--- src/rtl/epb_sync_slave.sv ---
// EPB asynchronous-bus slave bridged onto a synchronous register bus.
// Only chip select and output enable are synchronized; the other pad inputs are stable while cs_n is low.
module epb_sync_slave #(
  parameter int unsigned TIMEOUT_CYCLES = 255,
  parameter logic [15:0] TIMEOUT_RDATA  = 16'hDEAD
) (
  input  logic        epb_clk,
  input  logic        epb_rst,
  input  logic        epb_cs_n,
  input  logic        epb_oe_n,
  input  logic        epb_r_w_n,
  input  logic [1:0]  epb_be_n,
  input  logic [22:0] epb_addr,
  input  logic [5:0]  epb_addr_gp,
  input  logic [15:0] epb_data_in_i,
  output logic [15:0] epb_data_out_o,
  output logic        epb_data_oe_n_o,
  output logic        epb_rdy,
  output logic        epb_rdy_oe,
  output logic        bus_req,
  output logic        bus_rnw,
  output logic [28:0] bus_addr,
  output logic [1:0]  bus_be,
  output logic [15:0] bus_wdata,
  input  logic        bus_ack,
  input  logic [15:0] bus_rdata,
  output logic        timeout_o
);

  typedef enum logic [1:0] {IDLE, REQ, DONE, WAIT_CS} state_t;

  localparam logic [15:0] TO_LIM = TIMEOUT_CYCLES[15:0];

  state_t      state_q, state_d;
  logic        cs_meta_q, cs_s_q, oe_meta_q, oe_s_q;
  logic [15:0] cnt_q, cnt_d;
  logic        req_q, req_d;
  logic        rnw_q, rnw_d;
  logic [28:0] addr_q, addr_d;
  logic [1:0]  be_q, be_d;
  logic [15:0] wdata_q, wdata_d;
  logic [15:0] rdata_q, rdata_d;
  logic        rdy_q, rdy_d;
  logic        rdy_oe_q, rdy_oe_d;
  logic        data_oe_n_q, data_oe_n_d;
  logic        timeout_q, timeout_d;

  always_comb begin
    state_d   = state_q;
    cnt_d     = cnt_q;
    req_d     = req_q;
    rnw_d     = rnw_q;
    addr_d    = addr_q;
    be_d      = be_q;
    wdata_d   = wdata_q;
    rdata_d   = rdata_q;
    rdy_d     = 1'b0;
    timeout_d = 1'b0;
    case (state_q)
      IDLE: begin
        if (!cs_s_q) begin
          state_d = REQ;
          req_d   = 1'b1;
          cnt_d   = 16'd0;
          addr_d  = {epb_addr_gp, epb_addr};
          rnw_d   = epb_r_w_n;
          be_d    = ~epb_be_n;
          wdata_d = epb_data_in_i;
        end
      end
      REQ: begin
        // Abort beats ack, and ack beats a timeout landing in the same cycle.
        if (cs_s_q) begin
          state_d = IDLE;
          req_d   = 1'b0;
        end else if (bus_ack) begin
          state_d = DONE;
          req_d   = 1'b0;
          rdy_d   = 1'b1;
          if (rnw_q) rdata_d = bus_rdata;
        end else if (cnt_q + 16'd1 == TO_LIM) begin
          state_d   = DONE;
          req_d     = 1'b0;
          rdy_d     = 1'b1;
          timeout_d = 1'b1;
          cnt_d     = cnt_q + 16'd1;
          if (rnw_q) rdata_d = TIMEOUT_RDATA;
        end else begin
          cnt_d = cnt_q + 16'd1;
        end
      end
      DONE:    state_d = WAIT_CS;
      WAIT_CS: if (cs_s_q) state_d = IDLE;
      default: state_d = IDLE;
    endcase
    rdy_oe_d = (state_d != IDLE);
    // oe_meta_q is the value oe_s takes at the same edge, so the enable tracks oe_s exactly.
    data_oe_n_d = !(((state_d == DONE) || (state_d == WAIT_CS)) && rnw_d && !oe_meta_q);
  end

  always_ff @(posedge epb_clk) begin
    if (epb_rst) begin
      state_q     <= IDLE;
      cs_meta_q   <= 1'b1;
      cs_s_q      <= 1'b1;
      oe_meta_q   <= 1'b1;
      oe_s_q      <= 1'b1;
      cnt_q       <= 16'd0;
      req_q       <= 1'b0;
      rnw_q       <= 1'b0;
      addr_q      <= 29'd0;
      be_q        <= 2'd0;
      wdata_q     <= 16'd0;
      rdata_q     <= 16'd0;
      rdy_q       <= 1'b0;
      rdy_oe_q    <= 1'b0;
      data_oe_n_q <= 1'b1;
      timeout_q   <= 1'b0;
    end else begin
      state_q     <= state_d;
      cs_meta_q   <= epb_cs_n;
      cs_s_q      <= cs_meta_q;
      oe_meta_q   <= epb_oe_n;
      oe_s_q      <= oe_meta_q;
      cnt_q       <= cnt_d;
      req_q       <= req_d;
      rnw_q       <= rnw_d;
      addr_q      <= addr_d;
      be_q        <= be_d;
      wdata_q     <= wdata_d;
      rdata_q     <= rdata_d;
      rdy_q       <= rdy_d;
      rdy_oe_q    <= rdy_oe_d;
      data_oe_n_q <= data_oe_n_d;
      timeout_q   <= timeout_d;
    end
  end

  assign epb_data_out_o  = rdata_q;
  assign epb_data_oe_n_o = data_oe_n_q;
  assign epb_rdy         = rdy_q;
  assign epb_rdy_oe      = rdy_oe_q;
  assign bus_req         = req_q;
  assign bus_rnw         = rnw_q;
  assign bus_addr        = addr_q;
  assign bus_be          = be_q;
  assign bus_wdata       = wdata_q;
  assign timeout_o       = timeout_q;

  // oe_s_q is kept as the visible synchronizer output; the enable uses its next value.
  logic unused_oe_s;
  assign unused_oe_s = oe_s_q;

endmodule

--- config.mk ---
export PLATFORM = sky130hd
export DESIGN_NAME = epb_sync_slave
export DESIGN_NICKNAME = d
export VERILOG_FILES = /design/src/rtl/epb_sync_slave.sv
export SDC_FILE = /design/constraint.sdc
export NUM_CORES = 1
export LEC_CHECK = 0
export CORE_MARGIN = 3
export CORE_UTILIZATION = 48
export CTS_CLUSTER_SIZE = 10
export DETAILED_ROUTE_END_ITERATION = 10
export GPL_ROUTABILITY_DRIVEN = 1
export HOLD_SLACK_MARGIN = 0.1
export PLACE_DENSITY = 0.86
export SYNTH_ARGS = -nofsm -noshare
export SYNTH_HDL_FRONTEND = slang
export SYNTH_SLANG_ARGS = --single-unit
--- constraint.sdc ---
create_clock -name epb_clk -period 6.86 [get_ports epb_clk]
set_clock_uncertainty 0.15 [all_clocks]
set_input_delay 0.686 -clock epb_clk [delete_from_list [all_inputs] [get_ports epb_clk]]
set_output_delay 0.686 -clock epb_clk [all_outputs]
set_load 0.005 [all_outputs]
==> summary.txt, run 1 <==
Hold path
  • Hold Path End: cs_s_q$_SDFF_PP1_
  • Worst Hold Path Cells: 1
  • Critical hold path startpoint: cs_meta_q$_SDFF_PP1_
  • HP Class: flip-flop to flip-flop

Synth
  • Post-synth top area share: 47.5%
  • Post-synth top cells: nand2_1, dfxtp_1, a21oi_1, nor2_1, clkbuf_1
  • Ys Warns: 0
  • Cell area after synthesis: 3790 sq um
  • Synthesis-stage register bit count: 90
  • Largest area contributor in the synthesized netlist: dfxtp_1
  • Netlist cell types: 48
  • Most used DFF post-synth: dfxtp_1
  • Number of synthesized flops with an enable pin: 0
  • Syn Nets: about 540
  • Mean Syn Cell Area: between 8 and 9 sq um
  • Cell with the most instances after synthesis: nand2_1
  • Asr flop ratio synth: 0%
  • Seq/Total Area, Yosys: a little under half
  • Synth Instances: approximately 470
  • Largest cells by area after synthesis: dfxtp_1, nand2_1, a21oi_1, nor2_1, clkbuf_1

Timing
  • Worst-Margin Slew: 1050 ps
  • Fin crit period: between 2000 and 3000 ps
  • Final setup violation count: 0
  • Final hold violations: 0
  • Worst hold slack: approximately 280 ps
  • Setup WS post-layout: 4150 ps
  • Setup TNS: 0 ps
  • Max_slew headroom: ~30%
  • Pins Over Slew Limit: 0
  • FMAX: between 0.3 and 0.4 GHz
  • RSZ-0062 raised after global routing: false
  • Period utilization: slightly below 40%

Clocking
  • H-tree depth: 3
  • Worst skew pair latency: approximately 340 ps
  • CTS tree: yes
  • CTS Buffer Depth: 2
  • Cts hold-fix bufs: 0
  • Root Buffer: clkbuf_8
  • Clock Sinks: 90
  • Worst-path clk slew: around 80 ps
  • CTS buffer count: 9
  • Post-CTS Setup Inserts: 0
  • Resize count post-CTS: 0

Global routing
  • Initial antenna violation count: 0
  • Vias in the first global route: roughly 3300
  • Gr usage total: 22.2%
  • Largest net degree at the start of global routing: 101
  • Gr ovfl total: 0
  • First-pass GRT wire length: about 16000 um

Drt
  • Routed met3 length: ~790 um
  • Vias post-DR: roughly 3700
  • Drt wl/cell: between 10 and 15 um
  • Final routed DRC violation total: 0
  • Drt via density: roughly 5.4
  • Wire length on met2: ~5200 um
  • DR pass1 iterations: 4
  • Antenna-violating nets left: 0
  • Post-Route WL: between 10000 and 15000 um
  • Top sig layer: met4
  • Starting DRC count in detailed routing: between 200 and 300
  • Metal-1 WL: between 4000 and 5000 um

Critical path
  • FF-to-FF End: epb_data_out_o[8]$_SDFFE_PP0P_
  • Crit-path max cell delay: a little under 900 ps
  • CP startpoint kind: input pin
  • CP top delay family: buffers and inverters
  • CP Capture Type: flip-flop
  • Critical-path top delay cell: clkdlybuf4s50_1
  • Worst r2r src: cnt_q[0]$_SDFFE_PP0P_
  • Reg2Reg Depth: 7
  • Worst path bufs/invs: 1
  • R2R Setup Slk: ~4200 ps
  • Worst Path Arrival: approximately 2800 ps
  • Worst EP required: 6950 ps
  • CP Class: input pin to flip-flop
  • Crit path max fanout: 27
  • Worst path cell trace: clkdlybuf4s50_1, nor2_1, o21ai_0, a311oi_1

Power and ir drop
  • VDD IR-drop max: about 110 uV
  • Power per Cell Area: just under 200 nW/um^2
  • Tot Pwr: roughly 1.0 mW
  • Pleak: 1.84 nW

Finish
  • Multi-input logic area: around 1800 sq um
  • Filler cells: about 590
  • Fraction of layout cells with a size suffix above 1: under 10%
  • Finished Layout Cells: between 600 and 700
  • Register area: 1800 sq um
  • Area Growth Syn to Fin: 42.1%
  • Post-layout nets: 654
  • Ant diodes: 0

Die
  • Area of the core: 7450 sq um
  • Die height: approximately 95 um
  • Die footprint: 9000 sq um
  • Initial Util: between 50% and 60%
  • Row cnt: 31
  • Die W: between 90 and 100 um
  • Top-Level Pins: around 140

Place
  • Routability cong.: between 0.9 and 1
  • Dpl cells: ~670
  • Hpwl dp: between 7000 and 8000 um
  • Dpl ws: approximately 3800 ps
  • PortBufs: between 100 and 150

Run
  • Max-Cap Viols: 0

Status
  • Status: finished clean
## per-stage QoR
| stage | area (sq um) | utilization, % |
|---|---|---|
| after floorplan | 3790 | - |
| after global placement | 5160 | 69.3 |
| after detailed placement | 5160 | 69.3 |
| after CTS | 5390 | 72.3 |
| after global routing | 5390 | 72.3 |
| final | 5390 | 72.3 |
## layout by cell type (no fill, tap or decap), types with 4 or more instances in the layout
| cell type | netlist | layout |
|---|---|---|
| nand4_1 | 4 | 4 |
| a211oi_2 | 9 | 9 |
| clkdlybuf4s50_1 | 0 | 136 |
| nor3b_1 | 13 | 13 |
| o22ai_1 | 11 | 11 |
| nor3_1 | 12 | 11 |
| dfxtp_1 | 90 | 90 |
| nand2b_1 | 5 | 5 |
| o21ai_0 | 8 | 8 |
| nand3_1 | 11 | 11 |
| nor4_1 | 4 | 4 |
| a21oi_1 | 64 | 64 |
| a211oi_1 | 6 | 6 |
| or2_2 | 4 | 4 |
| nand2_1 | 107 | 107 |
| inv_1 | 4 | 4 |
| clkbuf_8 | 0 | 9 |
| nor2_1 | 37 | 37 |
## final cells by class
class,count,share of cell area [%]
Clock buffer,10,2.37
Multi-Input combinational cell,338,34.0
Timing Repair Buffer,140,25.8
Clock inverter,6,1.81
Tap cell,99,2.30
Sequential cell,90,33.4
Inverter,4,0.279
## worst max-delay path by stage
stage	from	endpoint	slack [ps]	depth (start not counted)
global route	bus_ack	cnt_q[9]$_SDFFE_PP0P_	3980	4
floorplan	cnt_q[1]$_SDFFE_PP0P_	epb_data_oe_n_o$_SDFF_PP1_	4630	8
CTS	bus_ack	cnt_q[9]$_SDFFE_PP0P_	4200	4
global placement	bus_ack	cnt_q[9]$_SDFFE_PP0P_	3890	4
detailed placement	bus_ack	cnt_q[9]$_SDFFE_PP0P_	3840	4
finish	bus_ack	cnt_q[9]$_SDFFE_PP0P_	4150	4
## cell families after synthesis
| family | count (synthesis) | share of synthesized area [%] |
|---|---|---|
| AND/OR/NAND/NOR | 215 | 26.7 |
| AO/OA/AOI/OAI | 117 | 19.9 |
| flip-flops | 90 | 47.5 |
| buffers and inverters | 40 | 4.29 |
| XOR/XNOR | 3 | 0.693 |
| adder cells (fa/ha/maj) | 2 | 0.660 |
| multiplexers | 1 | 0.264 |
## worst register-to-register path, cell delays in order, from the launching register on
cell     delay [ps]
dfxtp_1         420
ha_1            270
and3_1          220
nand3_1         180
nor4_1          570
o211a_4         260
nand2_4         160
a211o_2         330
## where the power goes
| group | switching [mW] | internal (mW) | leakage (nW) |
|---|---|---|---|
| clock | 0.191 | 0.211 | 0.113 |
| sequential | 0.00662 | 0.534 | 0.729 |
| combinational | 0.0419 | 0.0614 | 1.00 |
| total | 0.240 | 0.806 | 1.84 |
## metal layers
metal  vias to the layer above  GRT usage (%)
met5                         -              0
met4                         0           5.89
li1                       1856              -
met2                       136           37.5
met3                        11           5.66
met1                      1695           28.1
## sequential cells by signal, indices dropped and copies added (netlist names), 2 cells and up
signal,flops
bus_wdata,16
state_q,2
epb_data_out_o,16
bus_be,2
bus_addr,29
cnt_q,16
(Power assumes the default switching activity.)
==> inputs of run 2 (changes only) <==
--- a/config.mk
+++ b/config.mk
@@ -6,12 +6,12 @@
 export NUM_CORES = 1
 export LEC_CHECK = 0
 export CORE_MARGIN = 3
-export CORE_UTILIZATION = 48
+export CORE_UTILIZATION = 40
 export CTS_CLUSTER_SIZE = 10
 export DETAILED_ROUTE_END_ITERATION = 10
 export GPL_ROUTABILITY_DRIVEN = 1
 export HOLD_SLACK_MARGIN = 0.1
-export PLACE_DENSITY = 0.86
+export PLACE_DENSITY = 0.77
 export SYNTH_ARGS = -nofsm -noshare
 export SYNTH_HDL_FRONTEND = slang
 export SYNTH_SLANG_ARGS = --single-unit
==> constraint.sdc (replaced) <==
create_clock -name epb_clk -period 2.4 [get_ports epb_clk]
set_clock_uncertainty 0.15 [all_clocks]
set_input_delay 0.24 -clock epb_clk [delete_from_list [all_inputs] [get_ports epb_clk]]
set_output_delay 0.24 -clock epb_clk [all_outputs]
set_load 0.005 [all_outputs]
==> run 2 against run 1 <==
Routed wire length increased by 0.60%. Worst setup slack got worse by 4000 ps. Count of clock-buffer cells in the layout unchanged. Final area increased by 2.4%. Final cell count increased by 5.5%. Critical path depth increased by 3. Highest routed layer unchanged. Clock power increased to 2.6 times the previous value. Global-route usage decreased by 3.5 points. Sequential power increased to 2.9 times the previous value. Critical path type is now flip-flop to flip-flop.
==> summary.txt, run 2 (synthesis results as in run 1) <==
Status
  • Status: finished clean

Global routing
  • Initial antenna violation count: 0
  • Vias in the first global route: ~3400
  • Gr ovfl total: 0
  • Gr usage total: about a fifth
  • Largest net degree at the start of global routing: 80
  • First-pass GRT wire length: ~16000 um

Drt
  • DR pass1 iterations: 5
  • Drt wl/cell: approximately 14 um
  • Final routed DRC violation total: 0
  • Antenna-violating nets left: 0
  • Vias post-DR: 3663
  • Starting DRC count in detailed routing: between 150 and 200
  • Post-Route WL: a little over 10000 um
  • Drt via density: between 5 and 6

Clocking
  • Post-CTS Setup Inserts: 0
  • Root Buffer: clkbuf_8
  • CTS Buffer Depth: 2
  • H-tree depth: 3
  • Cts hold-fix bufs: 0
  • Clock Sinks: 90
  • Worst skew pair latency: 340 ps
  • CTS tree: yes
  • Worst-path clk slew: roughly 90 ps
  • Resize count post-CTS: 0
  • CTS buffer count: 9

Power and ir drop
  • Pleak: 1.89 nW
  • Switching power of the nets: ~0.66 mW
  • Sw Share: between 20% and 30%
  • Logic gate share of total power: 10.3%
  • Seq pwr share: 53.7%
  • Power per Cell Area: between 500 and 600 nW/um^2
  • Clock share of power: between 30% and 40%
  • Internal power: between 2 and 2.5 mW
  • VDD IR-drop max: ~370 uV

Timing
  • FMAX: about 0.44 GHz
  • Worst-Margin Slew: around 840 ps
  • Period utilization: a little over nine tenths
  • Fin crit period: 2280 ps
  • Final setup violation count: 0
  • Pins Over Slew Limit: 0
  • Final hold violations: 0
  • Max_slew headroom: between 40% and 50%
  • RSZ-0062 raised after global routing: false
  • Setup TNS: 0 ps

Hold path
  • HP Class: flip-flop to flip-flop

Finish
  • Post-layout nets: between 600 and 700
  • Largest register FFs: 29
  • Ant diodes: 0
  • Commonest non-fill, non-tap cell in the layout: clkdlybuf4s50_1
  • Fraction of layout cells with a size suffix above 1: 10.0%
  • Most frequent cells in the layout: clkdlybuf4s50_1, nand2_1, dfxtp_1
  • Finished Cell Area: ~5500 sq um
  • Post-layout util: 61.5%
  • Area Growth Syn to Fin: 45.5%

Die
  • Initial Util: between 40% and 50%
  • Row cnt: 34
  • Area of the core: 8980 sq um
  • Die footprint: roughly 11000 sq um
  • Top-Level Pins: approximately 140
  • Die height: a little over 100 um
  • Die W: slightly above 100 um

Place
  • Placed standard-cell area: 5290 sq um
  • Routability cong.: around 0.86
  • PortBufs: between 100 and 150
  • Hpwl dp: roughly 7400 um

Critical path
  • CP startpoint kind: flip-flop
  • CP Capture Type: flip-flop
  • CP Class: flip-flop to flip-flop
  • Worst Path Arrival: 2400 ps
  • Worst EP required: 2520 ps
  • Crit path max fanout: 10

Run
  • Max-Cap Viols: 0
==> run 2: cell types whose count changed in the layout (fill, tap and decap cells not counted), moves of 2 or more <==
cell        change
dfxtp_2         +2
dfxtp_4         +2
buf_4          +13
dfxtp_1         -4
clkinvlp_4      +2
==> run 2: worst paths after layout <==
kind / from / to / cells past startpoint / slack [ps]
worst max register to register: cnt_q[0]$_SDFFE_PP0P_ / epb_data_out_o[7]$_SDFFE_PP0P_ / 7 / 120
worst min register to register: cs_meta_q$_SDFF_PP1_ / cs_s_q$_SDFF_PP1_ / 1 / 260
worst max-delay path: cnt_q[0]$_SDFFE_PP0P_ / epb_data_out_o[7]$_SDFFE_PP0P_ / 7 / 120
worst min-delay path: cs_meta_q$_SDFF_PP1_ / cs_s_q$_SDFF_PP1_ / 1 / 260
==> run 2: layout make-up <==
type | instances | area, sq um
Fill cell | 787 | 3460
Multi-Input combinational cell | 338 | 1850
Sequential cell | 90 | 1810
Timing Repair Buffer | 152 | 1480
Tap cell | 126 | 158
Clock buffer | 10 | 138
Clock inverter | 5 | 62.6
Inverter | 4 | 15.0
==> run 2: power groups by stage <==
stage	clock network (mW)	logic (mW)	registers, mW
detailed placement	0	0.297	1.58
global placement	0	0.294	1.58
CTS	1.06	0.299	1.54
global route	1.11	0.323	1.55
finish	1.03	0.296	1.54
floorplan	0	0.101	1.58
==> run 2: routing by layer <==
layer  GRT usage, %  wire [um]  vias up  part of all wire, %
met1           24.6       4440     1675                   43
met3           3.76        620       12                  6.0
met5              0          0        -                    0
li1               -          -     1866                    -
met4           6.08        165        0                  1.6
met2           30.5       5050      110                   49
==> run 2: metrics by stage <==
step	setup WS, ps	std cells	power (mW)	hold WS [ps]
after floorplan	165	468	1.68	186
after global placement	109	710	1.87	254
after detailed placement	30.5	710	1.88	253
after CTS	14.0	725	2.90	267
after global routing	0.142	725	2.98	269
final	116	725	2.87	262
==> run 2: critical path: stages (launching register included) <==
cell,delay (ps)
dfxtp_2,400
nand4_2,180
or4_4,560
o211a_1,280
nor2b_4,160
nand2_4,110
buf_4,200
a211oi_2,180
